===== src/rtl/dbnc_pkg.sv =====
// Shared constants for the key debounce front end of the priority encoder path.
// Latency: n/a (declarations only).
// Backpressure: n/a.
package dbnc_pkg;

    // Default prescaler divide: one sample tick per 1 ms at 50 MHz.
    localparam int DEF_TICK_DIV     = 50000;
    // Default number of consecutive differing ticks before a key output flips.
    localparam int DEF_STABLE_TICKS = 10;
    // Number of debounced key inputs.
    localparam int KEY_N            = 8;

endpackage


===== src/rtl/debounce_bit.sv =====
// One key channel: 2-flop synchroniser, tick-driven stability counter, stable level flop.
// Latency: level follows a clean raw change after 2 clocks of sync plus STABLE_TICKS ticks.
// Backpressure: none; rise/fall are single-cycle registered strobes coincident with level.
module debounce_bit #(
    parameter int STABLE_TICKS = 10,
    parameter int CNT_W        = 4
) (
    input  logic clk,
    input  logic rst_n,
    input  logic tick,
    input  logic raw,
    output logic level,
    output logic rise,
    output logic fall
);

    // Count value on which the next tick commits the new level.
    localparam logic [CNT_W-1:0] CNT_LAST = CNT_W'(STABLE_TICKS - 1);

    logic             sync1_q, sync1_d;
    logic             sync2_q, sync2_d;
    logic [CNT_W-1:0] cnt_q,   cnt_d;
    logic             level_q, level_d;
    logic             rise_q,  rise_d;
    logic             fall_q,  fall_d;

    // Next-state: synchronise raw, then require STABLE_TICKS ticks of continuous difference.
    always_comb begin
        sync1_d = raw;
        sync2_d = sync1_q;
        cnt_d   = cnt_q;
        level_d = level_q;
        rise_d  = 1'b0;
        fall_d  = 1'b0;
        if (sync2_q == level_q) begin
            // Agreement (including any bounce back) discards the partial count.
            cnt_d = '0;
        end else if (tick) begin
            if (cnt_q == CNT_LAST) begin
                level_d = sync2_q;
                cnt_d   = '0;
                rise_d  = sync2_q;
                fall_d  = ~sync2_q;
            end else begin
                cnt_d = cnt_q + 1'b1;
            end
        end
    end

    // State and strobe registers; reset drops any partial count and all strobes.
    always_ff @(posedge clk or negedge rst_n) begin
        if (!rst_n) begin
            sync1_q <= 1'b0;
            sync2_q <= 1'b0;
            cnt_q   <= '0;
            level_q <= 1'b0;
            rise_q  <= 1'b0;
            fall_q  <= 1'b0;
        end else begin
            sync1_q <= sync1_d;
            sync2_q <= sync2_d;
            cnt_q   <= cnt_d;
            level_q <= level_d;
            rise_q  <= rise_d;
            fall_q  <= fall_d;
        end
    end

    assign level = level_q;
    assign rise  = rise_q;
    assign fall  = fall_q;

endmodule


===== src/rtl/key_debounce8.sv =====
// Conditions 8 raw keys and an enable switch into clean encoder inputs plus edge strobes.
// Latency: en 2 clocks; x 2+(STABLE_TICKS-1)*TICK_DIV+1 .. 2+STABLE_TICKS*TICK_DIV clocks.
// Backpressure: none; strobes are one-cycle pulses and cannot be stalled.
module key_debounce8
    import dbnc_pkg::*;
#(
    parameter int TICK_DIV     = DEF_TICK_DIV,
    parameter int STABLE_TICKS = DEF_STABLE_TICKS,
    parameter int CNT_W        = 4
) (
    input  logic             clk,
    input  logic             rst_n,
    input  logic [KEY_N-1:0] key_raw,
    input  logic             en_raw,
    output logic [KEY_N-1:0] x,
    output logic             en,
    output logic [KEY_N-1:0] rise,
    output logic [KEY_N-1:0] fall,
    output logic             changed
);

    // A divide of 1 still needs a 1-bit counter that simply stays at 0.
    localparam int             PW         = (TICK_DIV > 1) ? $clog2(TICK_DIV) : 1;
    localparam logic [PW-1:0]  PRESC_LAST = PW'(TICK_DIV - 1);

    logic [PW-1:0] presc_q, presc_d;
    logic          tick;
    logic          en_s1_q, en_s1_d;
    logic          en_q,    en_d;

    assign tick = (presc_q == PRESC_LAST);

    // Next-state for the sample prescaler and the enable synchroniser.
    always_comb begin
        presc_d = tick ? '0 : presc_q + 1'b1;
        en_s1_d = en_raw;
        en_d    = en_s1_q;
    end

    // Prescaler wraps 0..TICK_DIV-1; the enable output flop doubles as its second sync stage.
    always_ff @(posedge clk or negedge rst_n) begin
        if (!rst_n) begin
            presc_q <= '0;
            en_s1_q <= 1'b0;
            en_q    <= 1'b0;
        end else begin
            presc_q <= presc_d;
            en_s1_q <= en_s1_d;
            en_q    <= en_d;
        end
    end

    // One independent debounce channel per key, all sharing the same tick.
    for (genvar i = 0; i < KEY_N; i++) begin : g_key
        debounce_bit #(
            .STABLE_TICKS (STABLE_TICKS),
            .CNT_W        (CNT_W)
        ) u_bit (
            .clk   (clk),
            .rst_n (rst_n),
            .tick  (tick),
            .raw   (key_raw[i]),
            .level (x[i]),
            .rise  (rise[i]),
            .fall  (fall[i])
        );
    end

    assign en = en_q;
    // Built only from strobe flop outputs, so it pulses in exactly the same cycle as rise/fall.
    assign changed = |(rise | fall);

endmodule


===== config.mk =====
export PLATFORM = sky130hd
export DESIGN_NAME = key_debounce8
export DESIGN_NICKNAME = d
export VERILOG_FILES = /design/src/rtl/dbnc_pkg.sv /design/src/rtl/debounce_bit.sv /design/src/rtl/key_debounce8.sv
export SDC_FILE = /design/constraint.sdc
export NUM_CORES = 1
export LEC_CHECK = 0
export BUFFER_PORTS_ARGS = -buffer_cell sky130_fd_sc_hd__buf_2
export CORE_MARGIN = 2
export CORE_UTILIZATION = 45
export CTS_CLUSTER_DIAMETER = 80
export DETAILED_ROUTE_END_ITERATION = 8
export HOLD_SLACK_MARGIN = 0.08
export PLACE_DENSITY_LB_ADDON = 0.05
export SETUP_SLACK_MARGIN = 0.2
export SYNTH_ARGS = -nofsm -noshare
export SYNTH_HDL_FRONTEND = slang
export SYNTH_SLANG_ARGS = --single-unit

===== constraint.sdc =====
create_clock -name clk -period 2.4 [get_ports clk]
set_input_delay 0.48 -clock clk [delete_from_list [all_inputs] [get_ports clk]]
set_output_delay 0.48 -clock clk [all_outputs]
set_load 0.05 [all_outputs]

### After elaboration in Yosys (flattened, before gate mapping)

Index checks and enable logic that the tools add are counted.
Widths: inputs -> output; s select.

* reduce and logical (&&, ||, !) cells: 17
* bitwise gates (word level): 17
* multiplexer cells: 73
* equal/unequal tests: 17
* add/sub/neg operators: 9

Operators by type and width (number)
* $mux 4: 24
* $mux 1: 48
* $add 4x1->4 const B: 8
* $eq 4x4->1 const B: 8
* $reduce_and 3->1: 8
* $add 16x1->16 const B: 1
* $eq 16x16->1 const B: 1
* $mux 16: 1
* $not 1->1: 16
* $reduce_bool 2->1: 8
* $eq 1x1->1: 8
* $or 8x8->8: 1
* $reduce_or 8->1: 1

* input bits: 11
* word-level logic and storage cells: 184
* output and inout port bits: 26
* register bits after elaboration: 90

### Depth between registers and ports, before layout

* depth after elaboration: 4
* depth in mapped cells: 7

### Hierarchy

A second synthesis with hierarchy kept.

* cell total of the unflattened synthesis: 306
* area total of the unflattened synthesis: 3766.1 µm²

By module, submodules not included
* debounce_bit: area an instance 365.4 µm², times used 8, cells an instance 29
* key_debounce8: area an instance 843.3 µm², times used 1, cells an instance 74

### Worst setup path after synthesis

Ideal clock, no wire load.

* path kind: register -> register
* start point: register presc_q[0]
* end point: register g_key[1].u_bit.cnt_q[2]
* stages on the path, launching flop included: 7
* data required time: 2.322 ns
* data arrival time: 1.659 ns
* slack: 0.663 ns
* clock period less this slack: 1.737 ns
* cell sequence: dfrtp_1 -> ha_1 -> and3_1 -> nand4_4 -> buf_6 -> or4_1 -> a21oi_1

* longest elaborated chain between the ends: 2

RTL lines
* start, declared: line key_debounce8.sv:26 `logic [PW-1:0] presc_q, presc_d;`
* start signal, assigned: line key_debounce8.sv:47 `presc_q <= presc_d;`
* $eq 16x16->1: line key_debounce8.sv:31 `assign tick = (presc_q == PRESC_LAST);`
* $reduce_bool 2->1 (no source line)
* end signal, assigned: line debounce_bit.sv:62 `cnt_q <= cnt_d;`
* end, declared: line debounce_bit.sv:22 `logic [CNT_W-1:0] cnt_q, cnt_d;`

Every way passes these cells.
A chain may end at the register's enable or synchronous reset.

### Worst setup path after layout

* start point: register presc_q[0]
* end point: register g_key[7].u_bit.cnt_q[3]

* longest elaborated chain between the ends: 2

RTL lines (line)
* $eq 16x16->1: key_debounce8.sv:31
* $reduce_bool 2->1 (no source line)
* end signal, assigned: debounce_bit.sv:62
* end, declared: debounce_bit.sv:22

Every way passes these cells.

==> impl_metrics.tcl <==
set metrics [dict create \
    setup_slack_ns 0.382 \
    syn_to_final_growth_pct 8.19 \
    muxShareOfSynthArea_pct 2.67 \
    drt_iter0_drc 47 \
    synth-seq-area-share_pct 54.0 \
    vias_per_cell 5.29 \
    dpl.hpwl_um 5120 \
    cts_hold_buf 0 \
    synth_nets 402 \
    wl_per_cell_um 14.4 \
    first_pass_iters 4 \
    top_layer "met4" \
    fin_crit_sh_pct 84.1 \
    final_net_count 424 \
    yosysWarnings 0 \
    initial_utilization_pct 45.8 \
    cts_tree "yes" \
    synth_area_mm2 0.00417 \
    required_ns 2.66 \
    status "finished clean" \
    drive_gt1_share_pct 20.2 \
    timing_worst_setup_path_type "reg -> reg" \
    clockBufferDepth 2 \
    grt_util_all_layers_pct 16.3 \
    cts_made_buffers 9 \
    place_ws_ns 0.363 \
    post_cts_resized 0 \
    overflow 0 \
    synth_top_family_by_area "simple AND/OR/NAND/NOR gates" \
    synth_edf_count 0 \
    die_x_um 100 \
    tns_ns 0 \
    rsz0062_at_grt "false" \
    antennaDiodeCount 0 \
    antenna_found_initial 0 \
    period_minus_slack_ns 2.02 \
    critPathTopFamily "simple AND/OR/NAND/NOR gates" \
    synth_area_per_cell_um2 11.2 \
    rows 35 \
    end_kind "flip-flop" \
    fin_skew_ns 0.00918 \
    cp_max_fo 14 \
    portBuffers 36 \
    hp-class "in -> async" \
    r2r_setup_slack_ns 0.38 \
    finalHoldViolCount 0 \
    wl_met2_um 3540 \
    worst_ir_drop_vdd_mv 0.253 \
    dpl-instance-area_mm2 0.00433 \
    fin_area_mm2 0.00451 \
    post_cts_buffers 0 \
    wl_um 7400 \
    fp.dieArea_mm2 0.0101 \
    antenna_left 0 \
    start_kind "flip-flop" \
    leakage_nw 2.03 \
    final_core_util_pct 49.5 \
    cts.sinks 90 \
    p_per_area_mw_per_mm2 569 \
    cp_num_buf_inv 1 \
    drc 0 \
    relSlewSlack_pct 59.5 \
    cpMaxStageDelayCell "dfrtp_1" \
    synth_compound_area_share_pct 8.88 \
    dr_wl_met3_um 176 \
    multi_input_area_mm2 0.00163 \
    cts_root_buffer "clkbuf_8" \
    cpPeakStageDelay_ns 0.38 \
    ys.flop_type "dfrtp_1" \
    r2r-start "presc_q[0]" \
    io_pins 37 \
    worstMarginPinSlew_ns 0.608 \
    max_freq_ghz 0.495 \
    ys_async_sr_fraction_pct 100 \
    grt_pass1_wl_um 12800 \
    vias 2711 \
    place_congestion 0.757 \
    yosys.area_share.simple_pct 18.7 \
    synth_largest_area_cell "dfrtp_1" \
    layout_common_cells "dfrtp_1, nand2_1, buf_2" \
    coreArea_mm2 0.00911 \
    path_cells "ha_1 -> and3_1 -> and4_1 -> buf_4 -> a41oi_1 -> a311oi_1" \
    slew_violations 0 \
    grt_pass1_vias 2674 \
    final_common_cell "dfrtp_1" \
    synth_xor_xnor_area_share_pct 3.78 \
    h-tree-depth 3 \
    die_y_um 100 \
    ys_seq_elements 90 \
    grt_max_degree 48 \
    arrival_ns 2.28 \
    clkLatencyLatePin_ns 0.36 \
    hold_slack_ns 0.126 \
    synth_top_area_share_pct 54.0 \
    reg2reg_to "g_key[7].u_bit.cnt_q[3]" \
    synth_area_leaders "dfrtp_1, ha_1, buf_4" \
    fillers 819 \
    clkTransAtPathRegs_ns 0.09 \
    ff_latch_area_mm2 0.00225 \
    wl_met1_um 3590 \
    synth_cell_type_count 41 \
    setup_viol 0 \
    syn_inst 374 \
    worstRegToRegCells 6 \
    synth_fa_ha_area_share_pct 5.10 \
    cap_violations 0 \
]
==> area by class of cell <==
cell class                      instances  area share [%]
Tap cell                              111            3.08
Multi-Input combinational cell        236            36.2
Sequential cell                        90            49.9
Inverter                               17            1.41
Clock inverter                          6            1.05
Clock buffer                           10            3.05
Timing Repair Buffer                   42            5.32
==> through the flow <==
step	instances	total power [W]
after floorplan	374	0.00158
after global routing	512	0.00269
after CTS	512	0.00261
after detailed placement	496	0.00163
after global placement	496	0.00163
final	512	0.00257
==> synth_stat cells (4+ instances only) <==
cell type  count
xor2_1         5
a21oi_1       25
nand4_1        4
ha_1          17
buf_4         25
or3_1         18
xnor2_1       13
inv_1         17
a311oi_1       6
nand3_1        9
or4_1          8
nor3b_1       16
nor4_1         5
a41oi_1        6
mux2_2         9
a31o_2         6
o21ai_0        9
nor2_1        20
dfrtp_1       90
buf_2          4
nand2_1       37
==> kinds of logic after synthesis <==
kind of cell	count (synthesis)
DFF	90
and+or+nand+nor	133
xor gates and xnor gates	18
muxes	10
AOI/OAI and AO/OA	58
adders and majority gates	17
buffers and inverters	48
==> sequential cells by signal (all words and copies together), names as in the netlist <==
register             cells
presc_q                 16
en                       1
g_key.u_bit.cnt_q       32
g_key.u_bit.fall         8
en_d                     1
g_key.u_bit.sync1_q      8
g_key.u_bit.rise         8
g_key.u_bit.level        8
g_key.u_bit.sync2_q      8
==> worst max path at each step <==
| stage | depth (start not counted) | endpoint | startpoint | slack [ns] |
|---|---|---|---|---|
| 2_1_floorplan | 6 | g_key[1].u_bit.cnt_q[2] | presc_q[0] | 0.66 |
| 3_3_place_gp | 6 | g_key[7].u_bit.cnt_q[3] | presc_q[0] | 0.49 |
| 3_5_place_dp | 6 | g_key[6].u_bit.cnt_q[3] | presc_q[0] | 0.36 |
| 4_1_cts | 3 | changed | g_key[1].u_bit.rise | 0.32 |
| 5_1_grt | 6 | g_key[7].u_bit.cnt_q[3] | presc_q[0] | 0.22 |
| 6_report | 6 | g_key[7].u_bit.cnt_q[3] | presc_q[0] | 0.38 |
==> routing by layer <==
| metal | track usage (%) | vias up |
|---|---|---|
| met5 | 0 | - |
| met4 | 4.74 | 0 |
| met3 | 3.97 | 9 |
| met2 | 26.9 | 20 |
| met1 | 21.3 | 1334 |
| li1 | - | 1348 |
==> power breakdown <==
part / total (W) / internal (W) / switching [W]
registers: 0.00154 / 0.00153 / 0.00000923
clock network: 0.000967 / 0.000414 / 0.000553
logic: 0.0000607 / 0.0000174 / 0.0000433
Power figures use the tool's default switching activity.
